### config.mk
export PLATFORM = sky130hd
export DESIGN_NAME = imem_port_arbiter
export DESIGN_NICKNAME = d
export VERILOG_FILES = /design/src/rtl/imem_port_arbiter.sv
export SDC_FILE = /design/constraint.sdc
export NUM_CORES = 1
export LEC_CHECK = 0
export ABC_AREA = 1
export ABC_CLOCK_PERIOD_IN_PS = 2700
export BUFFER_PORTS_ARGS = -buffer_cell sky130_fd_sc_hd__clkbuf_2
export CORE_MARGIN = 8
export CORE_UTILIZATION = 40
export CTS_BUF_LIST = sky130_fd_sc_hd__clkbuf_4 sky130_fd_sc_hd__clkbuf_8 sky130_fd_sc_hd__clkbuf_16
export DETAILED_ROUTE_END_ITERATION = 12
export GPL_ROUTABILITY_DRIVEN = 0
export HOLD_SLACK_MARGIN = 0.05
export PLACE_DENSITY_LB_ADDON = 0.25
export SLEW_MARGIN = 20
export SYNTH_ARGS = -nofsm -noshare
export SYNTH_HDL_FRONTEND = slang
export SYNTH_SLANG_ARGS = --single-unit
### constraint.sdc
create_clock -name clk_i -period 2.7 [get_ports clk_i]
set_input_delay 0.54 -clock clk_i [delete_from_list [all_inputs] [get_ports clk_i]]
set_output_delay 0.54 -clock clk_i [all_outputs]
set_load 0.01 [all_outputs]
### src/rtl/imem_port_arbiter.sv
// imem_port_arbiter: shares the instruction memory port between program loader (LOAD) and fetch (RUN).
// Define IMEM_ARB_RR_EN for round-robin RUN-state contention; otherwise fetch has fixed priority.
module imem_port_arbiter #(
   parameter int DEPTH = 32,
   parameter int AW    = 32
) (
   input  logic                     clk_i,
   input  logic                     rst_i,
   input  logic                     fetch_valid_i,
   input  logic [AW-1:0]            fetch_addr_i,
   output logic                     fetch_ready_o,
   output logic                     fetch_rvalid_o,
   output logic [31:0]              fetch_rdata_o,
   output logic                     fetch_err_o,
   input  logic                     load_valid_i,
   input  logic [AW-1:0]            load_addr_i,
   input  logic [31:0]              load_data_i,
   output logic                     load_ready_o,
   input  logic                     load_done_i,
   input  logic                     restart_i,
   output logic                     run_o,
   output logic [$clog2(DEPTH):0]   load_count_o,
   output logic [AW-1:0]            mem_addr_o,
   output logic                     mem_we_o,
   output logic [31:0]              mem_wdata_o,
   input  logic [31:0]              mem_rdata_i
);
   localparam int IW = $clog2(DEPTH);
   localparam int CW = IW + 1;
   typedef enum logic {LOAD, RUN} state_e;
   state_e          state_q, state_d;
   logic [CW-1:0]   cnt_q, cnt_d;
   logic            rvalid_q, err_q;
   logic [31:0]     rdata_q;
   logic            fetch_gnt, load_gnt, fetch_wins, fetch_err, load_in_range;
   assign fetch_err     = (|fetch_addr_i[1:0]) | (|fetch_addr_i[AW-1:IW+2]);
   assign load_in_range = ~|load_addr_i[AW-1:IW+2];
`ifdef IMEM_ARB_RR_EN
   logic rr_q;
   // remember who won the last contended cycle (1 = loader) so the other side wins next
   always_ff @(posedge clk_i or posedge rst_i) begin
      if (rst_i)
         rr_q <= 1'b0;
      else if (state_q == RUN && fetch_valid_i && load_valid_i)
         rr_q <= load_gnt;
   end
   assign fetch_wins = rr_q;
`else
   assign fetch_wins = 1'b1;
`endif
   // next state, load counter, grants and memory port mux
   always_comb begin
      state_d     = state_q;
      cnt_d       = cnt_q;
      fetch_gnt   = 1'b0;
      load_gnt    = 1'b0;
      mem_addr_o  = '0;
      mem_we_o    = 1'b0;
      mem_wdata_o = '0;
      if (state_q == LOAD) begin
         load_gnt = load_valid_i;
         if (load_gnt && cnt_q != CW'(DEPTH))
            cnt_d = cnt_q + 1'b1;
         if (load_done_i || cnt_d == CW'(DEPTH))
            state_d = RUN;
      end else begin
         fetch_gnt = fetch_valid_i & (~load_valid_i | fetch_wins);
         load_gnt  = load_valid_i & ~fetch_gnt;
         if (restart_i) begin
            state_d = LOAD;
            cnt_d   = '0;
         end
      end
      if (fetch_gnt) begin
         mem_addr_o = fetch_addr_i;
      end else if (load_gnt) begin
         mem_addr_o  = {load_addr_i[AW-1:2], 2'b00};
         mem_we_o    = load_in_range;
         mem_wdata_o = load_data_i;
      end
   end
   assign fetch_ready_o  = fetch_gnt;
   assign load_ready_o   = (state_q == LOAD) | load_gnt;
   assign run_o          = (state_q == RUN);
   assign load_count_o   = cnt_q;
   assign fetch_rvalid_o = rvalid_q;
   assign fetch_rdata_o  = rdata_q;
   assign fetch_err_o    = err_q;
   // state, counter and one-cycle fetch response registers
   always_ff @(posedge clk_i or posedge rst_i) begin
      if (rst_i) begin
         state_q  <= LOAD;
         cnt_q    <= '0;
         rvalid_q <= 1'b0;
         rdata_q  <= '0;
         err_q    <= 1'b0;
      end else begin
         state_q  <= state_d;
         cnt_q    <= cnt_d;
         rvalid_q <= fetch_gnt;
         if (fetch_gnt) begin
            err_q   <= fetch_err;
            rdata_q <= fetch_err ? '0 : mem_rdata_i;
         end
      end
   end
endmodule

==> flow_metrics.py <==
metrics = {
    "pwr": {
        "seqPwrFrac_pct": 39.5,
        "pwr-share-comb_pct": 32.7,
        "powerDensity_nw_per_um2": 423,
        "ir_drop_v": 0.000397,
        "power_leakage_nw": 2.69,
        "switching_share_pct": 33.1,
        "p_int_mw": 1.12,
        "power.switching_uw": 555,
        "power_frac_clock_pct": 27.8,
    },
    "sta": {
        "setup_slack_ns": 0.244,
        "tns_ns": 0,
        "setup_violations": 0,
        "max_freq_mhz": 407,
        "worst_pin_slew_ns": 0.837,
        "finalMaxSlewViolations": 0,
        "hold_violations": 0,
        "min_period_over_period_pct": 91.0,
        "skew_ns": 0.00945,
        "rsz0062_at_grt": "false",
        "min_period_ns": 2.46,
        "max_slew_margin_pct": 43.8,
    },
    "run_status": {
        "outcome": "finished clean",
    },
    "synth": {
        "synthesis.instances": 394,
        "ys_top_cells_by_area": "dfrtp_1, nand2_1, inv_1, nand3_1, nor2_1",
        "synth_simple_gate_area_share_pct": 34.3,
        "synth-xor-area-share_pct": 0.335,
        "yosysUniqueCellTypes": 23,
        "synth_nets": 530,
        "synth_top_family_by_area": "simple AND/OR/NAND/NOR gates",
        "synth_mux_area_share_pct": 0,
        "yosysSeqAreaShare_pct": 39.2,
        "synth_area_sq_um": 2620,
        "synth_area_per_cell_sq_um": 6.64,
        "synth_top_area_cell": "dfrtp_1",
        "yosysWarnings": 0,
        "synth_compound_area_share_pct": 8.56,
        "synth_top_area_share_pct": 39.2,
        "synth_adder_area_share_pct": 0.956,
        "synth_seq_cells": 41,
    },
    "hold_path": {
        "hp-class": "in -> async",
    },
    "finish": {
        "multi_input_area_sq_um": 1160,
        "area_delta_synth_final_pct": 51.3,
        "drive_gt1_share_pct": 41.2,
        "regArea_sq_um": 1030,
        "nNetsFinal": 762,
        "fillers": 606,
        "num_antenna_cells": 0,
    },
    "critical_path": {
        "critPathKind": "reg -> out",
        "slowest_delay_ns": 0.44,
        "worst_ep_required_time_ns": 2.16,
        "arrival_ns": 1.92,
        "path_cells": "nand2_2, inv_2, nor2_4, buf_4, nand4_1, nor4_1, clkbuf_2",
        "end_kind": "output port",
        "path_max_fanout": 11,
        "slowest_stage": "dfrtp_1",
        "worst_setup_path_start_kind": "flip-flop",
    },
    "global_routing": {
        "grt_pass1_wl_microns": 17300,
        "grt_max_degree": 61,
        "grt_remaining_overflow": 0,
        "antenna_found_initial": 0,
        "track_usage_pct": 22.4,
        "grt_pass1_vias": 3327,
    },
    "clock_tree": {
        "cts.sinks": 41,
        "clockRootBuffer": "clkbuf_8",
        "htree_levels": 2,
        "cts_tree": "built",
        "post_cts_buffers": 0,
        "clk_latency_ns": 0.29,
        "ctsHoldBuffers": 0,
        "numCtsBuffers": 5,
        "path_clk_slew_ns": 0.08,
        "cts_max_path_buffers": 2,
    },
    "floorplanning": {
        "pin_count": 242,
        "rows": 29,
        "core-area_sq_um": 6350,
        "fp.dieH_microns": 96.9,
        "initial_core_util_pct": 41.2,
        "dieArea_sq_um": 9390,
        "die_w_microns": 96.9,
    },
    "route": {
        "remaining_drc_errors": 0,
        "ant_nets": 0,
        "drtPass1Iterations": 4,
        "routedWlPerCell_microns": 15.6,
        "drtIter0Drc": 161,
        "viasPerCell": 4.72,
        "vias": 3320,
        "wirelength_microns": 11000,
    },
    "placed_design": {
        "io_buffers": 239,
        "pre_cts_ws_ns": 0.321,
        "dpl.hpwl_microns": 9130,
    },
    "flow_run": {
        "drv_cap": 0,
    },
}
## state kept, by name (all words and copies together) (netlist names)
| signal | cells |
|---|---|
| run_o | 1 |
| load_count_o | 6 |
| fetch_rvalid_o | 1 |
| fetch_err_o | 1 |
| fetch_rdata_o | 32 |
## final timing paths
kind	start	end	slack, ns	cells past startpoint
worst min register to register	fetch_rdata_o[4]	fetch_rdata_o[4]	0.48	2
worst max-delay path	run_o	mem_we_o	0.24	7
min in group clk_i	mem_rdata_i[17]	fetch_rdata_o[17]	0.46	3
worst max register to register	run_o	fetch_rdata_o[21]	0.86	6
worst min-delay path	rst_i	fetch_rdata_o[20]	0.28	2
max in group asynchronous	rst_i	fetch_rdata_o[31]	1.74	3
## power by group through the flow
stage	Combinational (mW)	Sequential [mW]	Clock [mW]
floorplan	0.269	0.678	0
detailed placement	0.548	0.673	0
CTS	0.551	0.662	0.484
global route	0.602	0.664	0.517
finish	0.548	0.662	0.466
global placement	0.540	0.673	0
## metrics by stage
| step | instance area, sq um | instances | hold WS (ns) | utilization, % | power [mW] |
|---|---|---|---|---|---|
| finish | 3960 | 703 | 0.285 | 62.4 | 1.68 |
| global route | 3960 | 703 | 0.321 | 62.4 | 1.78 |
| CTS | 3960 | 703 | 0.298 | 62.3 | 1.70 |
| detailed placement | 3850 | 696 | 0.464 | 60.7 | 1.22 |
| global placement | 3850 | 696 | 0.462 | 60.7 | 1.21 |
| floorplan | 2620 | 394 | 0.516 | - | 0.946 |
## critical path, delay by kind of cell (launching register included)
family | cells | cell delay (ns)
buffers and inverters | 3 | 0.52
flip-flops | 1 | 0.44
AND/OR/NAND/NOR | 4 | 0.67
## logic make-up (layout without fill, tap and decap cells)
logic type               count (synthesis)  count (layout)
AND/OR/NAND/NOR                        205             205
flip-flops                              41              41
buffers and inverters                  108             340
AO/OA/AOI/OAI                           37              37
XOR/XNOR                                 1               1
adder cells (fa/ha/maj)                  2               2
## area by class of cell
class	count	share of cell area [%]
Timing Repair Buffer	244	31.1
Multi-Input combinational cell	245	29.4
Sequential cell	41	25.9
Inverter	89	8.50
Tap cell	77	2.43
Clock buffer	5	1.74
Clock inverter	2	0.884
## synth_stat cells
library cell / instances
nor3_1: 1
nor4_1: 3
o21ai_0: 15
nand2_1: 102
inv_2: 2
nand2_2: 1
a21oi_1: 1
xor2_1: 1
inv_1: 87
or2_2: 1
nor4_4: 1
dfrtp_1: 41
ha_1: 2
nand3_1: 43
clkbuf_1: 10
nor2_4: 1
buf_2: 6
nor4_2: 1
nor2_1: 40
nand4_1: 11
o22ai_1: 16
buf_6: 3
a22o_1: 5
## routing by layer
layer	up-vias	track usage (%)	routed length [microns]
met2	140	39.6	5590
met4	0	4.97	146
met3	12	5.90	876
met1	1493	26.3	4360
met5	-	0	0
li1	1675	-	-
## cells in the final DEF (no fill, tap or decap), types with 3 or more instances in the layout
| cell | count |
|---|---|
| a22o_1 | 5 |
| buf_4 | 5 |
| clkbuf_2 | 239 |
| clkbuf_8 | 5 |
| dfrtp_1 | 41 |
| inv_1 | 86 |
| nand2_1 | 102 |
| nand3_1 | 43 |
| nand4_1 | 11 |
| nor2_1 | 40 |
| nor4_1 | 3 |
| o21ai_0 | 15 |
| o22ai_1 | 16 |
## timing repair
action / CTS / global route
setup endpoints to repair: 0 / 2
hold endpoints to repair: 0 / 0
gates resized for setup: 0 / 2
No activity file was read; power rests on OpenSTA's default activity.
